$ cat src/rtl/def_params.sv
// rtl/def_params.sv - shared opcode, exception and immediate-type definitions for decode_fwd
package def_params;

  // Major opcodes, instr[6:2]
  localparam logic [4:0] OP_LOAD     = 5'b00000;
  localparam logic [4:0] OP_MISC_MEM = 5'b00011;
  localparam logic [4:0] OP_OP_IMM   = 5'b00100;
  localparam logic [4:0] OP_AUIPC    = 5'b00101;
  localparam logic [4:0] OP_STORE    = 5'b01000;
  localparam logic [4:0] OP_OP       = 5'b01100;
  localparam logic [4:0] OP_LUI      = 5'b01101;
  localparam logic [4:0] OP_BRANCH   = 5'b11000;
  localparam logic [4:0] OP_JALR     = 5'b11001;
  localparam logic [4:0] OP_JAL      = 5'b11011;

  localparam int EX_ILLEGAL_INSTR = 2;

  localparam logic [31:0] INSTR_NOP = 32'h0000_0013;

  typedef enum logic [2:0] {
    IMM_NONE,
    IMM_I,
    IMM_S,
    IMM_B,
    IMM_U,
    IMM_J
  } imm_type_e;

endpackage

$ cat src/rtl/decode_imm_gen.sv
// rtl/decode_imm_gen.sv - selects and sign-extends one RV immediate to XLEN
module decode_imm_gen
  import def_params::*;
#(
  parameter int XLEN = 32
) (
  input  logic [31:7]     i_instr,
  input  imm_type_e       i_sel,
  output logic [XLEN-1:0] o_imm
);

  logic [31:0] w_raw;

  always_comb begin
    w_raw = '0;
    case (i_sel)
      IMM_I: w_raw = {{20{i_instr[31]}}, i_instr[31:20]};
      IMM_S: w_raw = {{20{i_instr[31]}}, i_instr[31:25], i_instr[11:7]};
      IMM_B: w_raw = {{19{i_instr[31]}}, i_instr[31], i_instr[7], i_instr[30:25],
                      i_instr[11:8], 1'b0};
      IMM_U: w_raw = {i_instr[31:12], 12'b0};
      IMM_J: w_raw = {{11{i_instr[31]}}, i_instr[31], i_instr[19:12], i_instr[20],
                      i_instr[30:21], 1'b0};
      default: w_raw = '0;
    endcase
  end

  // Every immediate is already sign-extended to 32 bits; widen from bit 31
  assign o_imm = XLEN'($signed(w_raw));

endmodule

$ cat src/rtl/decode_fwd.sv
// rtl/decode_fwd.sv - decode stage with EX/MEM operand bypass and load-use stall
// Optional: DECODE_MEXT_EN accepts OP funct7=0x01 (M extension) instead of trapping it.
module decode_fwd
  import def_params::*;
#(
  parameter int XLEN   = 32,
  parameter int ADDR_W = 32,
  parameter int EX_W   = 4
) (
  input  logic              clk,
  input  logic              reset,
  input  logic              in_valid,
  output logic              in_ready,
  input  logic [ADDR_W-1:0] in_pc,
  input  logic [31:0]       in_instr,
  input  logic              in_ex_valid,
  input  logic [EX_W-1:0]   in_ex_code,
  output logic [4:0]        rs1_addr,
  output logic [4:0]        rs2_addr,
  input  logic [XLEN-1:0]   rs1_data,
  input  logic [XLEN-1:0]   rs2_data,
  input  logic              fwd_ex_valid,
  input  logic [4:0]        fwd_ex_rd,
  input  logic [XLEN-1:0]   fwd_ex_data,
  input  logic              fwd_ex_is_load,
  input  logic              fwd_mem_valid,
  input  logic [4:0]        fwd_mem_rd,
  input  logic [XLEN-1:0]   fwd_mem_data,
  input  logic              flush,
  output logic              out_valid,
  input  logic              out_ready,
  output logic [ADDR_W-1:0] out_pc,
  output logic [31:0]       out_instr,
  output logic [4:0]        out_opcode,
  output logic [2:0]        out_funct,
  output logic              out_variant,
  output logic [XLEN-1:0]   out_op1,
  output logic [XLEN-1:0]   out_op2,
  output logic [XLEN-1:0]   out_offset,
  output logic [4:0]        out_rd,
  output logic              out_nop,
  output logic              out_ex_valid,
  output logic [EX_W-1:0]   out_ex_code,
  output logic [15:0]       out_stall_cnt
);

  logic [4:0]  w_opc;
  logic [2:0]  w_f3;
  logic [6:0]  w_f7;
  logic        w_use_rs1, w_use_rs2, w_op2_is_rs2, w_known, w_f7_ok;
  logic        w_illegal, w_hazard, w_xfer, w_no_funct;
  imm_type_e   w_op2_sel, w_off_sel;
  logic [XLEN-1:0] w_rs1_val, w_rs2_val, w_op2_imm, w_off_imm;

  logic              r_out_valid, r_out_variant, r_out_nop, r_out_ex_valid;
  logic [ADDR_W-1:0] r_out_pc;
  logic [31:0]       r_out_instr;
  logic [4:0]        r_out_opcode, r_out_rd;
  logic [2:0]        r_out_funct;
  logic [XLEN-1:0]   r_out_op1, r_out_op2, r_out_offset;
  logic [EX_W-1:0]   r_out_ex_code;
  logic [15:0]       r_stall_cnt;

  assign w_opc    = in_instr[6:2];
  assign w_f3     = in_instr[14:12];
  assign w_f7     = in_instr[31:25];
  assign rs1_addr = in_instr[19:15];
  assign rs2_addr = in_instr[24:20];

  always_comb begin
    w_use_rs1    = 1'b0;
    w_use_rs2    = 1'b0;
    w_op2_is_rs2 = 1'b0;
    w_known      = 1'b1;
    w_op2_sel    = IMM_NONE;
    w_off_sel    = IMM_NONE;
    case (w_opc)
      OP_OP:                       {w_use_rs1, w_use_rs2, w_op2_is_rs2} = 3'b111;
      OP_OP_IMM, OP_LOAD, OP_JALR: begin w_use_rs1 = 1'b1; w_op2_sel = IMM_I; end
      OP_BRANCH: begin {w_use_rs1, w_use_rs2, w_op2_is_rs2} = 3'b111; w_off_sel = IMM_B; end
      OP_STORE:  begin {w_use_rs1, w_use_rs2, w_op2_is_rs2} = 3'b111; w_off_sel = IMM_S; end
      OP_LUI, OP_AUIPC:            w_op2_sel = IMM_U;
      OP_JAL:                      w_op2_sel = IMM_J;
      OP_MISC_MEM:                 w_known   = 1'b1;
      default:                     w_known   = 1'b0;
    endcase
  end

`ifdef DECODE_MEXT_EN
  assign w_f7_ok = (w_f7 == 7'h00) || (w_f7 == 7'h20) || (w_f7 == 7'h01);
`else
  assign w_f7_ok = (w_f7 == 7'h00) || (w_f7 == 7'h20);
`endif

  assign w_illegal  = (in_instr[1:0] != 2'b11) || !w_known ||
                      ((w_opc == OP_JALR) && (w_f3 != 3'd0)) ||
                      ((w_opc == OP_OP) && !w_f7_ok);
  assign w_no_funct = (w_opc == OP_LUI) || (w_opc == OP_AUIPC) || (w_opc == OP_JAL);

  // Address 0 never matches a bypass, so x0 stays zero regardless of rd fields
  function automatic logic [XLEN-1:0] resolve(input logic [4:0] a, input logic [XLEN-1:0] rf);
    if (a == 5'd0) return '0;
    if (fwd_ex_valid && (fwd_ex_rd == a)) return fwd_ex_data;
    if (fwd_mem_valid && (fwd_mem_rd == a)) return fwd_mem_data;
    return rf;
  endfunction

  assign w_rs1_val = resolve(rs1_addr, rs1_data);
  assign w_rs2_val = resolve(rs2_addr, rs2_data);

  decode_imm_gen #(.XLEN(XLEN)) u_imm_op2 (.i_instr(in_instr[31:7]), .i_sel(w_op2_sel), .o_imm(w_op2_imm));
  decode_imm_gen #(.XLEN(XLEN)) u_imm_off (.i_instr(in_instr[31:7]), .i_sel(w_off_sel), .o_imm(w_off_imm));

  assign w_hazard = !reset && !flush && in_valid && fwd_ex_valid && fwd_ex_is_load &&
                    (fwd_ex_rd != 5'd0) &&
                    ((w_use_rs1 && (fwd_ex_rd == rs1_addr)) || (w_use_rs2 && (fwd_ex_rd == rs2_addr)));
  assign in_ready = !reset && !flush && !w_hazard && (!r_out_valid || out_ready);
  assign w_xfer   = in_valid && in_ready;

  always_ff @(posedge clk) begin
    if (reset) begin
      r_out_valid    <= 1'b0;
      r_out_pc       <= '0;
      r_out_instr    <= '0;
      r_out_opcode   <= '0;
      r_out_funct    <= '0;
      r_out_variant  <= 1'b0;
      r_out_op1      <= '0;
      r_out_op2      <= '0;
      r_out_offset   <= '0;
      r_out_rd       <= '0;
      r_out_nop      <= 1'b0;
      r_out_ex_valid <= 1'b0;
      r_out_ex_code  <= '0;
      r_stall_cnt    <= '0;
    end else begin
      if (w_hazard && (r_stall_cnt != 16'hFFFF)) r_stall_cnt <= r_stall_cnt + 16'd1;
      if (flush) begin
        r_out_valid <= 1'b0;
      end else if (w_xfer) begin
        r_out_valid    <= 1'b1;
        r_out_pc       <= in_pc;
        r_out_instr    <= in_instr;
        r_out_opcode   <= w_opc;
        r_out_funct    <= w_no_funct ? 3'd0 : w_f3;
        r_out_variant  <= w_no_funct ? 1'b0 : in_instr[30];
        r_out_op1      <= w_rs1_val;
        r_out_op2      <= w_op2_is_rs2 ? w_rs2_val : w_op2_imm;
        r_out_offset   <= w_off_imm;
        r_out_rd       <= in_instr[11:7];
        r_out_nop      <= (in_instr == INSTR_NOP) || (in_instr[6:0] == {OP_MISC_MEM, 2'b11});
        r_out_ex_valid <= in_ex_valid || w_illegal;
        r_out_ex_code  <= in_ex_valid ? in_ex_code :
                          (w_illegal ? EX_W'(EX_ILLEGAL_INSTR) : '0);
      end else if (out_ready) begin
        r_out_valid <= 1'b0;
      end
    end
  end

  assign out_valid     = r_out_valid;
  assign out_pc        = r_out_pc;
  assign out_instr     = r_out_instr;
  assign out_opcode    = r_out_opcode;
  assign out_funct     = r_out_funct;
  assign out_variant   = r_out_variant;
  assign out_op1       = r_out_op1;
  assign out_op2       = r_out_op2;
  assign out_offset    = r_out_offset;
  assign out_rd        = r_out_rd;
  assign out_nop       = r_out_nop;
  assign out_ex_valid  = r_out_ex_valid;
  assign out_ex_code   = r_out_ex_code;
  assign out_stall_cnt = r_stall_cnt;

endmodule

$ cat config.mk
export PLATFORM = sky130hd
export DESIGN_NAME = decode_fwd
export DESIGN_NICKNAME = d
export VERILOG_FILES = /design/src/rtl/def_params.sv /design/src/rtl/decode_imm_gen.sv /design/src/rtl/decode_fwd.sv
export SDC_FILE = /design/constraint.sdc
export NUM_CORES = 1
export LEC_CHECK = 0
export CAP_MARGIN = 20
export CORE_ASPECT_RATIO = 1.5
export CORE_UTILIZATION = 35
export CTS_BUF_LIST = sky130_fd_sc_hd__clkbuf_2 sky130_fd_sc_hd__clkbuf_4 sky130_fd_sc_hd__clkbuf_8
export CTS_CLUSTER_DIAMETER = 150
export DETAILED_ROUTE_END_ITERATION = 8
export PLACE_DENSITY_LB_ADDON = 0.05
export SETUP_SLACK_MARGIN = 0.02
export SYNTH_ARGS = -nofsm -noshare
export SYNTH_HDL_FRONTEND = slang
export SYNTH_HIERARCHICAL = 1
export SYNTH_SLANG_ARGS = --single-unit
$ cat constraint.sdc
create_clock -name clk -period 8.4 [get_ports clk]
set_input_delay 2.52 -clock clk [delete_from_list [all_inputs] [get_ports clk]]
set_output_delay 2.52 -clock clk [all_outputs]
set_load 0.005 [all_outputs]
==> out/metrics.yaml <==
floorplan:
  die_area_um2: 34400
  die_y_um: 227
  io_pins: 423
  core_um2: 32800
  initial_core_util_pct: 35.9
  die_w_um: 152
  row_count: 81
layout:
  finish.instance_area_um2: 16500
  area_delta_synth_final_pct: 40.3
  finalNetCount: 1901
  drive_above_1_share_pct: 10.6
  n_fill_cell: 3230
  postLayoutCoreUtil_pct: 50.3
clock_tree:
  cts_sinks: 187
  clk_pin_slew_worst_paths_ns: 0.10
  cts_buffers: 17
  clock_latency_ns: 0.51
  cts_hold_buffers: 0
  h-tree-depth: 4
  cts.path.max_buffers: 2
  post-cts-setup-buffers: 0
  cts_tree: "done"
  post_cts_resized: 0
  cts-root-buf: "clkbuf_8"
synthesis:
  synth-simple-area-share_pct: 25.7
  synthAdderAreaFrac_pct: 0.106
  synthArstFlopShare_pct: 0
  synth_edf_count: 0
  ys_seq_area_share_pct: 31.8
  synth_top_family_by_area: "simple AND/OR/NAND/NOR gates"
  synth_area_per_cell_um2: 8.65
  yosys_warnings: 6
  ys_types: 72
  synth.area.mux_share_pct: 10.3
  synth_compound_area_share_pct: 22.3
  synth_seq_cells: 187
  syn_inst: 1362
  synthFlopType: "dfxtp_1"
  synth_xor_area_share_pct: 1.04
  synth_area_um2: 11800
global_route:
  globalRouteTotalUtil_pct: 27.7
  grt_remaining_overflow: 0
  grt_pass1_wl_um: 71500
  antenna_found_initial: 2
  grt_max_degree: 87
  grt_pass1_vias: 11700
run_status:
  status: "completed"
timing:
  hold_viol: 0
  skew_ns: 0.0118
  fin_tns_setup_ns: 0
  fmax_mhz: 133
  rsz0062_at_grt: "false"
  post-route-period-util_pct: 89.6
  maxSlewViolCount: 0
  hold_ws_ns: 0.474
  min_period_ns: 7.52
  slew_headroom_pct: 28.2
  worstMarginPinSlew_ns: 1.08
  finalSetupViolCount: 0
run:
  maxCapViolCount: 0
detailed_routing:
  num_vias: 12000
  first_pass_iters: 5
  drc: 0
  drtIter0Drc: 712
  vias_per_cell: 5.68
  wl_per_cell_um: 22.9
  ant_nets: 0
  drt_wl_total_um: 48500
worst_setup_path:
  crit_family: "simple AND/OR/NAND/NOR gates"
  cpPeakStageDelay_ns: 0.55
  cp_num_buf_inv: 2
  cp-end-kind: "output port"
  crit_chain: "clkdlybuf4s50_1 > or4_1 > nor2_1 > or2_2 > nor2_1 > nor2_1 > clkdlybuf4s50_1"
  worstPathArrival_ns: 5.00
  worstPathRequired_ns: 5.88
  path_class: "in -> out"
  critPathLaunchType: "primary input"
  crit_top_cell: "nor2_1"
  worst_path_max_delay_cell: "or4_1"
  crit_fanout: 3
place:
  dpl.hpwl_um: 35600
  gp_congestion: 0.889
  portBuffers: 422
  dpl_cell_area_um2: 16100
power:
  ir_worst_vdd_uv: 100
  internal-power_mw: 1.42
  power.total_mw: 2.10
  power.switching_uw: 680
  leakage_nw: 5.91
  p_per_area_nw_per_um2: 127
  seq_power_share_pct: 45.3
  pwr-share-comb_pct: 24.9
  pwr-share-clk_pct: 29.7
  sw_frac_of_total_pct: 32.4
min_path:
  hold_class: "reg -> reg"
==> routing by layer <==
layer | GRT usage [%] | part of all wire (%) | routed length (um) | vias up
li1 | - | - | - | 5683
met1 | 30.9 | 38 | 18300 | 5752
met2 | 49.5 | 51 | 24800 | 509
met3 | 5.71 | 7.0 | 3410 | 79
met4 | 12.6 | 3.9 | 1910 | 0
met5 | 0 | 0 | 0 | -
==> logic make-up after synthesis <==
group | after synthesis
simple gates | 473
compound gates | 346
buf+inv | 232
flops | 187
mux | 108
xor+xnor | 14
fa+ha+maj | 1
other cells | 1
==> layout by cell type, fill, tap and decap left out, types with 60 or more instances in the layout <==
cell             instances
mux2_2                  87
and4_1                  71
o31a_1                  65
clkdlybuf4s50_1        421
nor2b_1                104
inv_1                   70
dfxtp_1                187
o31ai_1                 60
nand3b_1                64
nand2_1                 72
==> power groups by stage <==
stage / registers (mW) / clock network (mW) / logic [mW]
after floorplan: 0.971 / 0 / 0.227
after CTS: 0.950 / 0.645 / 0.522
final: 0.950 / 0.624 / 0.523
after global routing: 0.955 / 0.670 / 0.558
after global placement: 0.969 / 0 / 0.519
after detailed placement: 0.970 / 0 / 0.519
==> synth_stat cells (16+ instances only) <==
| cell | instances | area share (%) |
|---|---|---|
| dfxtp_1 | 187 | 32 |
| nor2b_1 | 104 | 5.5 |
| clkbuf_1 | 97 | 3.1 |
| mux2_2 | 87 | 8.3 |
| nand2_1 | 72 | 2.3 |
| and4_1 | 71 | 5.3 |
| inv_1 | 70 | 2.2 |
| o31a_1 | 65 | 4.8 |
| nand3b_1 | 64 | 4.1 |
| o31ai_1 | 60 | 3.8 |
| o32ai_1 | 33 | 2.5 |
| a21oi_1 | 32 | 1.4 |
| a31oi_1 | 32 | 1.7 |
| o311ai_0 | 32 | 2.4 |
| buf_2 | 30 | 1.3 |
| buf_4 | 28 | 1.8 |
| nor2_1 | 28 | 0.89 |
| o21ai_0 | 25 | 1.1 |
| nand2b_1 | 21 | 1.1 |
| a21o_1 | 16 | 1.0 |
| a221oi_1 | 16 | 1.2 |
| and2_1 | 16 | 0.85 |
| nor3_1 | 16 | 0.68 |
==> worst min-delay path, cell delays in order, from the launching register on <==
cell and delay [ns]:
dfxtp_1 0.32, inv_1 0.05, a221oi_1 0.06
==> stage by stage <==
step                      setup slack (ns)  std cells
after floorplan                       1.95       1370
after global placement               0.867       2080
after detailed placement             0.883       2081
after CTS                            0.869       2113
after global routing                 0.851       2115
final                                0.876       2115
==> final timing paths <==
path	startpoint	end	slack, ns	depth (start not counted)
worst max-delay path	fwd_ex_rd[1]	in_ready	0.88	7
worst min-delay path	out_op2[10]	out_op2[10]	0.47	2
worst max register to register	out_valid	out_instr[8]	6.18	5
worst min register to register	out_op2[10]	out_op2[10]	0.47	2
==> layout make-up <==
class / instances / area (um2) / share of cell area (%)
clock inverters: 15 / 154 / 0.932
diodes: 2 / 5.00 / 0.0303
flip-flops and latches: 187 / 3740 / 22.7
well taps: 415 / 519 / 3.14
multi-input cells: 951 / 7080 / 42.9
inverters: 70 / 263 / 1.59
repair buffers: 458 / 4520 / 27.3
clock buffers: 17 / 234 / 1.42
==> flip-flops by register name (all words and copies together), names as in the netlist <==
name	flops
out_stall_cnt	16
out_pc	32
out_op1	32
out_nop	1
out_valid	1
out_variant	1
out_ex_code	4
out_ex_valid	1
out_instr	32
out_op2	32
out_funct	3
out_offset	32
No activity file was read; power rests on OpenSTA's default activity.
